File: src/rtl/ball_ctrl.sv
// ball_ctrl: per-frame Pong ball motion, bounces, scoring and serve/pause sequencing.
// Ports: px_clk/reset_n (sync, active low); frame_tick advances one frame; serve starts play from IDLE;
//        pad_l_y/pad_r_y paddle top rows; pos_x/pos_y ball top-left; score_l/score_r saturating scores;
//        point_l/point_r one-cycle score pulses; state 00 IDLE, 01 MOVE, 10 PAUSE.
module ball_ctrl #(
  parameter int SCREEN_W     = 640,
  parameter int SCREEN_H     = 480,
  parameter int SIZE_BALL    = 10,
  parameter int SPEED        = 2,
  parameter int PADDLE_LX    = 16,
  parameter int PADDLE_W     = 6,
  parameter int PADDLE_RX    = 614,
  parameter int PADDLE_H     = 40,
  parameter int PAUSE_FRAMES = 60
) (
  input  logic       px_clk,
  input  logic       reset_n,
  input  logic       frame_tick,
  input  logic       serve,
  input  logic [9:0] pad_l_y,
  input  logic [9:0] pad_r_y,
  output logic [9:0] pos_x,
  output logic [9:0] pos_y,
  output logic [3:0] score_l,
  output logic [3:0] score_r,
  output logic       point_l,
  output logic       point_r,
  output logic [1:0] state
);
  typedef enum logic [1:0] {IDLE = 2'b00, MOVE = 2'b01, PAUSE = 2'b10} state_t;
  localparam int CW = $clog2(PAUSE_FRAMES + 1);
  localparam logic [10:0] SW   = 11'(SCREEN_W);
  localparam logic [10:0] SH   = 11'(SCREEN_H);
  localparam logic [10:0] SB   = 11'(SIZE_BALL);
  localparam logic [10:0] SP   = 11'(SPEED);
  localparam logic [10:0] PRX  = 11'(PADDLE_RX);
  localparam logic [10:0] FACE = 11'(PADDLE_LX + PADDLE_W);
  localparam logic [10:0] PH   = 11'(PADDLE_H);
  localparam logic [9:0]  CX   = 10'((SCREEN_W - SIZE_BALL) / 2);
  localparam logic [9:0]  CY   = 10'((SCREEN_H - SIZE_BALL) / 2);
  state_t        state_q, state_d;
  logic [9:0]    pos_x_q, pos_x_d, pos_y_q, pos_y_d;
  logic [3:0]    score_l_q, score_l_d, score_r_q, score_r_d;
  logic          point_l_q, point_l_d, point_r_q, point_r_d;
  logic          dir_x_q, dir_x_d, dir_y_q, dir_y_d;
  logic          fresh_q, fresh_d;
  logic [CW-1:0] cnt_q, cnt_d;
  logic [10:0]   xe, ye, pl, pr;
  logic          hit_r, hit_l, miss_r, miss_l;
  assign xe = {1'b0, pos_x_q};
  assign ye = {1'b0, pos_y_q};
  assign pl = {1'b0, pad_l_y};
  assign pr = {1'b0, pad_r_y};
  // Paddle hits only when the face is crossed during this frame, so a ball already past the face cannot be caught.
  assign hit_r  = (xe + SB <= PRX) && (xe + SB + SP > PRX) && (ye + SB > pr) && (ye < pr + PH);
  assign hit_l  = (xe >= FACE) && (xe - SP < FACE) && (ye + SB > pl) && (ye < pl + PH);
  assign miss_r = xe + SB + SP > SW;
  assign miss_l = xe < SP;
  always_comb begin
    state_d   = state_q;
    pos_x_d   = pos_x_q;
    pos_y_d   = pos_y_q;
    score_l_d = score_l_q;
    score_r_d = score_r_q;
    point_l_d = 1'b0;
    point_r_d = 1'b0;
    dir_x_d   = dir_x_q;
    dir_y_d   = dir_y_q;
    fresh_d   = fresh_q;
    cnt_d     = cnt_q;
    case (state_q)
      IDLE: state_d = serve ? MOVE : IDLE;
      MOVE: if (frame_tick) begin
        if (dir_y_q) begin
          pos_y_d = (ye + SP + SB >= SH) ? 10'(SH - SB) : 10'(ye + SP);
          dir_y_d = !(ye + SP + SB >= SH);
        end else begin
          pos_y_d = (ye < SP) ? 10'd0 : 10'(ye - SP);
          dir_y_d = ye < SP;
        end
        if (dir_x_q) begin
          if (hit_r) begin
            pos_x_d = 10'(PRX - SB);
            dir_x_d = 1'b0;
          end else if (miss_r) begin
            pos_x_d   = 10'(SW - SB);
            score_l_d = (score_l_q == 4'd15) ? 4'd15 : score_l_q + 4'd1;
            point_l_d = 1'b1;
            dir_x_d   = 1'b1;
            fresh_d   = 1'b1;
            state_d   = PAUSE;
          end else
            pos_x_d = 10'(xe + SP);
        end else begin
          if (hit_l) begin
            pos_x_d = 10'(FACE);
            dir_x_d = 1'b1;
          end else if (miss_l) begin
            pos_x_d   = 10'd0;
            score_r_d = (score_r_q == 4'd15) ? 4'd15 : score_r_q + 4'd1;
            point_r_d = 1'b1;
            dir_x_d   = 1'b0;
            fresh_d   = 1'b1;
            state_d   = PAUSE;
          end else
            pos_x_d = 10'(xe - SP);
        end
      end
      PAUSE: if (fresh_q) begin
        // Edge position is shown for the entry cycle only, then the ball recentres.
        pos_x_d = CX;
        pos_y_d = CY;
        cnt_d   = '0;
        fresh_d = 1'b0;
      end else if (frame_tick) begin
        cnt_d   = (cnt_q + CW'(1) == CW'(PAUSE_FRAMES)) ? '0 : cnt_q + CW'(1);
        state_d = (cnt_q + CW'(1) == CW'(PAUSE_FRAMES)) ? IDLE : PAUSE;
      end
      default: state_d = IDLE;
    endcase
  end
  always_ff @(posedge px_clk) begin
    if (!reset_n) begin
      state_q   <= IDLE;
      pos_x_q   <= CX;
      pos_y_q   <= CY;
      score_l_q <= '0;
      score_r_q <= '0;
      point_l_q <= 1'b0;
      point_r_q <= 1'b0;
      dir_x_q   <= 1'b1;
      dir_y_q   <= 1'b1;
      fresh_q   <= 1'b0;
      cnt_q     <= '0;
    end else begin
      state_q   <= state_d;
      pos_x_q   <= pos_x_d;
      pos_y_q   <= pos_y_d;
      score_l_q <= score_l_d;
      score_r_q <= score_r_d;
      point_l_q <= point_l_d;
      point_r_q <= point_r_d;
      dir_x_q   <= dir_x_d;
      dir_y_q   <= dir_y_d;
      fresh_q   <= fresh_d;
      cnt_q     <= cnt_d;
    end
  end
  assign pos_x   = pos_x_q;
  assign pos_y   = pos_y_q;
  assign score_l = score_l_q;
  assign score_r = score_r_q;
  assign point_l = point_l_q;
  assign point_r = point_r_q;
  assign state   = state_q;
endmodule

File: config.mk
export PLATFORM = sky130hd
export DESIGN_NAME = ball_ctrl
export DESIGN_NICKNAME = d
export VERILOG_FILES = /design/src/rtl/ball_ctrl.sv
export SDC_FILE = /design/constraint.sdc
export NUM_CORES = 1
export LEC_CHECK = 0
export CAP_MARGIN = 40
export CORE_MARGIN = 5
export CORE_UTILIZATION = 45
export CTS_CLUSTER_DIAMETER = 50
export DETAILED_ROUTE_END_ITERATION = 8
export GPL_TIMING_DRIVEN = 0
export PLACE_DENSITY = 0.78
export SLEW_MARGIN = 40
export SYNTH_ARGS = -nofsm -noshare
export SYNTH_HDL_FRONTEND = slang
export SYNTH_SLANG_ARGS = --single-unit
File: constraint.sdc
create_clock -name px_clk -period 4.1 [get_ports px_clk]
set_clock_uncertainty 0.15 [all_clocks]
set_input_delay 0.82 -clock px_clk [delete_from_list [all_inputs] [get_ports px_clk]]
set_output_delay 0.82 -clock px_clk [all_outputs]
set_load 0.02 [all_outputs]
==> metrics.yaml, run 1 <==
powerDensity_mw_per_mm2: 203.9
tns_ps: 0
htreeDepth: 2
ir_worst_vdd_v: 0.0001515
final_antenna_net_count: 0
slew_headroom_pct: 49.88
num_vias: 5675
clk_path_buf_depth: 2
grt-ovfl-total: 0
whs_ps: 365.1
synth.area.top_cells: "dfxtp_1 17%, ha_1 13%, a21oi_1 5.1%"
synth_nets: 754
grt_use_met3_pct: 3.013
cts_buffers: 5
crit_required_ps: 4140
synthCells: 679
endpoint: "pos_x[1]"
crit_start: "pos_x[1]"
holdBufCountCts: 0
start_util_pct: 45.69
dp_hpwl_um: 12520
critPathKind: "flop to flop"
fin_nets: 815
ys.warnings.count: 0
port_buffers: 55
clock.fmax_ghz: 0.2561
wl_per_cell_um: 18.40
globalRouteMet2Util_pct: 39.08
synth_area_mm2: 0.004931
slew_viol_final: 0
final_cell_mix: "57 x nand2_1, 56 x nor2_1, 55 x clkdlybuf4s50_1, 50 x a21oi_1, 50 x ha_1"
post-route-util_pct: 54.03
final-setup-viol-count: 0
stdcell_area_mm2: 0.005832
drtIter0Drc: 678
hp-class: "flop to flop"
stdcell_count: 881
ios: 56
r2r_slack_ps: 190
cp_max_fo: 10
grtUsageMet1_pct: 31.81
drive_above_1_share_pct: 6.883
grt_busiest_layer: "met2"
die_area_mm2: 0.01315
reg2reg_depth: 12
fillers: 1056
via_per_inst: 6.442
finalWirelength_um: 16210
grt_max_degree: 20
drtPass1Iterations: 5
antenna_found_initial: 0
placed_area_mm2: 0.005657
cts_tree: "yes"
timing.rr.end: "pos_x[1]"
die_w_um: 114.7
hold_viol: 0
antennaDiodeCount: 0
root_buffer: "clkbuf_8"
die_h_um: 114.7
r2r_start: "pos_x[1]"
final_common_cell: "nand2_1"
synth.distinct_cells: 76
synthFlopType: "dfxtp_1"
crit_path_end_kind: "flop"
p_leak_uw: 0.002334
grt_pass1_wl_um: 26070
synth-edff-count: 0
fin_crit_ps: 3905
insertion_delay_ps: 300
critPathLaunchType: "flop"
rsz0062_at_grt: "no"
place_congestion: 0.9971
synth_top_area_cell: "dfxtp_1"
core_mm2: 0.01079
yosysTopAreaCellShare_pct: 16.65
synthArstFlopShare_pct: 0
crit_arrival_ps: 3940
max-cap-violations: 0
grt_pass1_vias: 5392
clock-sinks: 41
worstMarginPinSlew_ps: 746.1
path_clk_slew_ps: 90
grt.total_usage_pct: 23.90
yosysSeqAreaShare_pct: 16.65
period_share_pct: 95.24
dp_cells: 874
ys_ff_latch: 41
route.detailed.drc: 0
synthToLayoutAreaGrowth_pct: 18.27
status: "completed"
syn_area_per_cell_um2: 7.262
rows: 38
critical path, stage by stage, from the launching register on:
cell	delay, ps
dfxtp_1	460
buf_2	260
buf_2	260
inv_1	120
ha_2	420
or3b_2	480
a221o_1	340
nand3_1	100
o311a_1	150
nand3_1	150
o21ba_2	400
nor3_2	110
o32a_1	390
how the worst min path moves through the flow:
stage,from,to,depth (start not counted)
floorplan,cnt_q[4],cnt_q[4],2
global placement,cnt_q[4],cnt_q[4],2
detailed placement,score_r[3],score_r[3],2
CTS,score_r[3],score_r[3],2
global route,pos_y[0],pos_y[0],1
finish,score_r[3],score_r[3],2
sequential cells by signal, summed over array words and instances, names as in the netlist:
name     cells
score_r      4
cnt_q        6
pos_x       10
dir_x_q      1
score_l      4
point_r      1
fresh_q      1
pos_y       10
dir_y_q      1
point_l      1
state        2
routing by layer:
| metal | part of all wire (%) | up-vias |
|---|---|---|
| li1 | - | 2662 |
| met1 | 44 | 2664 |
| met2 | 45 | 292 |
| met3 | 7.2 | 57 |
| met4 | 3.5 | 0 |
| met5 | 0 | - |
report_power, final:
group	total, µW	internal [µW]	switching [µW]
Clock	398	242	156
Combinational	371	153	218
Sequential	420	406	14.0
Total	1190	801	388
stage by stage:
step | worst slack [ps] | total power (µW)
6_report | 195.0 | 1189
2_1_floorplan | 533.8 | 669.3
3_5_place_dp | -270.5 | 789.0
4_1_cts | 34.85 | 1186
3_3_place_gp | -186.6 | 777.9
5_1_grt | 65.77 | 1248
area by class of cell:
type,instances,area [µm²],share of cell area (%)
Clock buffer,5,68.82,1.180
Timing Repair Buffer,56,558.0,9.569
Clock inverter,3,65.06,1.116
Buffer,37,167.7,2.875
Inverter,44,165.2,2.832
Tap cell,140,175.2,3.004
Multi-Input combinational cell,555,3809,65.31
Sequential cell,41,823.3,14.12
kinds of logic (layout without fill, tap and decap cells):
group,after synthesis,count (layout),synth area share [%]
compound gates,213,213,30.17
xor+xnor,36,36,6.673
fa+ha+maj,51,51,12.94
buf+inv,83,145,6.648
flops,41,41,16.65
mux,3,3,0.6344
simple gates,252,252,26.29
timing repair:
| action | 4_1_cts | 5_1_grt |
|---|---|---|
| pin swaps | 0 | 0 |
| resized for setup | 6 | 13 |
| endpoints found under the hold margin | 0 | 0 |
| setup endpoints to repair | 5 | 10 |
| buffers inserted | 0 | 1 |
cells in the mapped netlist, types with 10 or more instances:
cell	number
inv_1	41
and3_1	13
nor2b_1	10
nand3_1	29
dfxtp_1	41
nor2_1	56
xnor2_1	23
ha_1	51
xor2_1	12
nand2_1	57
a21oi_1	50
buf_2	13
clkbuf_1	22
a211oi_1	12
o21ai_0	44
nor3_1	22
nand4_1	20
a31oi_1	12
Note: power is estimated with default switching activity, not from simulation.
==> run 2: changes to the inputs <==
--- a/config.mk
+++ b/config.mk
@@ -5,13 +5,14 @@
 export SDC_FILE = /design/constraint.sdc
 export NUM_CORES = 1
 export LEC_CHECK = 0
+export ABC_AREA = 1
 export CAP_MARGIN = 40
 export CORE_MARGIN = 5
-export CORE_UTILIZATION = 45
+export CORE_UTILIZATION = 53
 export CTS_CLUSTER_DIAMETER = 50
 export DETAILED_ROUTE_END_ITERATION = 8
 export GPL_TIMING_DRIVEN = 0
-export PLACE_DENSITY = 0.78
+export PLACE_DENSITY = 0.91
 export SLEW_MARGIN = 40
 export SYNTH_ARGS = -nofsm -noshare
 export SYNTH_HDL_FRONTEND = slang
==> constraint.sdc (replaced) <==
create_clock -name px_clk -period 3.5 [get_ports px_clk]
set_clock_uncertainty 0.15 [all_clocks]
set_input_delay 0.7 -clock px_clk [delete_from_list [all_inputs] [get_ports px_clk]]
set_output_delay 0.7 -clock px_clk [all_outputs]
set_load 0.02 [all_outputs]
==> metrics.yaml, run 2 <==
core_mm2: 0.009109  # -16%
drtIter0Drc: 450  # -34%
ios: 56  # unchanged
num_vias: 5290  # -6.8%
final_cell_mix: "186 x nand2_1, 113 x inv_1, 74 x nor2_1, 69 x nand3_1, 54 x clkdlybuf4s50_1"
dp_hpwl_um: 10240  # -18%
place_congestion: 0.9592  # -3.8%
slew_headroom_pct: 59.34  # +9.5 points
ys_ff_latch: 41  # unchanged
dr_wl_met3_um: 1023  # -13%
crit_required_ps: 3520  # -620 ps
clock-sinks: 41  # unchanged
synthTopCellsByCount: "186 x nand2_1, 113 x inv_1, 75 x nor2_1, 69 x nand3_1, 51 x ha_1"
critPathKind: "input pin to flop"
highest_layer: "met4"
critPathMostFrequentCell: "nand3_1"
synthArstFlopShare_pct: 0  # unchanged
max-cap-violations: 0  # unchanged
grt-ovfl-total: 0  # unchanged
synth_nets: 862  # +14%
synthCells: 787  # +16%
ys.warnings.count: 0  # unchanged
worstMarginPinSlew_ps: 603.5  # -142.6 ps
grt_pass1_wl_um: 21820  # -16%
yosysTopAreaCellShare_pct: 16.87  # +0.22 points
antennaDiodeCount: 0  # unchanged
switchingPower_uw: 1440  # +270%
synthFlopType: "dfxtp_1"
via_per_inst: 5.510  # -14%
placed_area_mm2: 0.005545  # -2.0%
grt_max_degree: 14  # -30%
cts_tree: "yes"
die_area_mm2: 0.01120  # -15%
wl_met2_um: 5768  # -21%
cpMaxStageDelayCell: "clkdlybuf4s50_1"
critPathLaunchType: "input pin"
internal_power_uw: 1467  # +83%
insertion_delay_ps: 300  # about the same
synthToLayoutAreaGrowth_pct: 16.84
syn_area_per_cell_um2: 6.183  # -15%
clock.fmax_ghz: 0.3033
finalWirelength_um: 12980  # -20%
drt-met1-wl_um: 5854  # -18%
status: "completed"
power.total_uw: 2907  # +140%
crit_path_end_kind: "flop"
fin_crit_ps: 3298
final_common_cell: "nand2_1"
ctsResizeCount: 0  # -6
clk_path_buf_depth: 2  # unchanged
synth_area_mm2: 0.004866  # -1.3%
drtPass1Iterations: 5  # unchanged
stdcell_area_mm2: 0.005685  # -2.5%
grt.total_usage_pct: 23.14  # -0.76 points
synth-edff-count: 0  # unchanged
final_antenna_net_count: 0  # unchanged
ir_worst_vdd_v: 0.0003707  # +140%
power_frac_comb_pct: 61.9  # +31 points
hp-class: "flop to flop"
rsz0062_at_grt: "no"
powerDensity_mw_per_mm2: 511.3  # +150%
synth.distinct_cells: 43  # -43%
path_clk_slew_ps: 80  # about the same
cts_buffers: 5  # unchanged
grt_pass1_vias: 4892  # -9.3%
crit_chain: "clkdlybuf4s50_1, ha_1, o21ai_1, nor3_1, xor2_1, ha_1, nand3b_1, nand3_1, nor2_2, nand3_1, nand3_1, o21ai_0, o21ai_0, nand3_1"
synth_top_area_cell: "dfxtp_1"
clkPwrFrac_pct: 15.6  # -18 points
drive_above_1_share_pct: 7.185  # +0.30 points
final-setup-viol-count: 0  # unchanged
rows: 35  # -7.9%
period_share_pct: 94.21
yosysMostFrequentCell: "nand2_1"
max_stage_delay_ps: 530  # +50 ps
antenna_found_initial: 0  # unchanged
port_buffers: 54  # -1.8%
crit_arrival_ps: 3320  # -620 ps
post_cts_buffers: 0  # unchanged
fin_nets: 923  # +13%
slew_viol_final: 0  # unchanged
p_leak_uw: 0.002803  # +20%
synth.area.top_cells: "dfxtp_1 17%, nand2_1 14%, ha_1 13%"
root_buffer: "clkbuf_8"
htreeDepth: 2  # unchanged
route.detailed.drc: 0  # unchanged
hold_viol: 0  # unchanged
p_seq_share_pct: 22.6  # -13 points
yosysSeqAreaShare_pct: 16.87  # +0.22 points
start_util_pct: 53.42  # +7.7 points
die_h_um: 105.8  # -7.7%
wl_per_cell_um: 13.52  # -27%
holdBufCountCts: 0  # unchanged
swShare_pct: 49.54  # +17 points
cp_max_fo: 4  # -6
layout_setup_ws_ps: 202.5  # +7.521 ps
dp_slack_ps: -258.7  # +11.86 ps
die_w_um: 105.8  # -7.7%
[run 2: cell types whose count changed after synthesis, moves of 10 or more]
cell and change:
and3_1 -13, nor2b_1 -10, nand2_4 +10, nor2_1 +19
xor2_1 +22, nand2_1 +129, nand3_1 +40, a31oi_1 -11
clkbuf_1 -14, inv_1 +72, xnor2_1 -22, nand2_2 +10
[run 2: area by class of cell]
type | instances | area (µm²)
clock inverters | 3 | 65.06
multi-input cells | 612 | 3531
flip-flops and latches | 41 | 820.8
clock buffers | 5 | 68.82
inverters | 119 | 452.9
fillers | 842 | 3423
well taps | 111 | 138.9
plain buffers | 15 | 67.56
repair buffers | 54 | 540.5
[run 2: metrics by stage]
step,setup TNS (ps),hold WS (ps),util [%],cells
global route,0,364.5,62.42,960
detailed placement,-2778,328.4,60.88,952
global placement,-2202,317.8,60.88,952
CTS,0,341.3,62.35,960
floorplan,0,307.1,-,787
finish,0,339.3,62.42,960
[run 2: layer usage]
metal | GRT usage, % | vias up
li1 | - | 2689
met4 | 7.678 | 0
met2 | 38.11 | 227
met3 | 3.491 | 36
met1 | 30.88 | 2338
met5 | 0 | -
[run 2: kinds of logic after synthesis]
group,after synthesis,share of synthesized area [%]
flip-flops,41,16.87
AO/OA/AOI/OAI,117,13.47
buffers and inverters,134,10.70
adder cells (fa/ha/maj),51,13.11
AND/OR/NAND/NOR,409,39.55
XOR/XNOR,35,6.300
[run 2: final timing paths]
path	start	end	slack (ps)	cells after the start
worst max-delay path	pad_l_y[3]	pos_x[8]	200	14
worst min-delay path	cnt_q[1]	cnt_q[1]	340	2
worst max register to register	pos_x[1]	pos_x[2]	230	19
worst min register to register	cnt_q[1]	cnt_q[1]	340	2
[run 2: worst max-delay path, delay by kind of cell]
kind / cells / cell delay, ps
AOI/OAI and AO/OA: 3 / 360
xor gates and xnor gates: 1 / 190
and+or+nand+nor: 7 / 1040
adders and majority gates: 2 / 490
buffers and inverters: 1 / 530
[run 2: power groups by stage]
stage	sequential [µW]	clock, µW	combinational (µW)
final	656	453	1800
after global routing	669	485	2020
after CTS	653	458	1770
after detailed placement	663	0	1750
after global placement	663	0	1720
after floorplan	693	0	1240
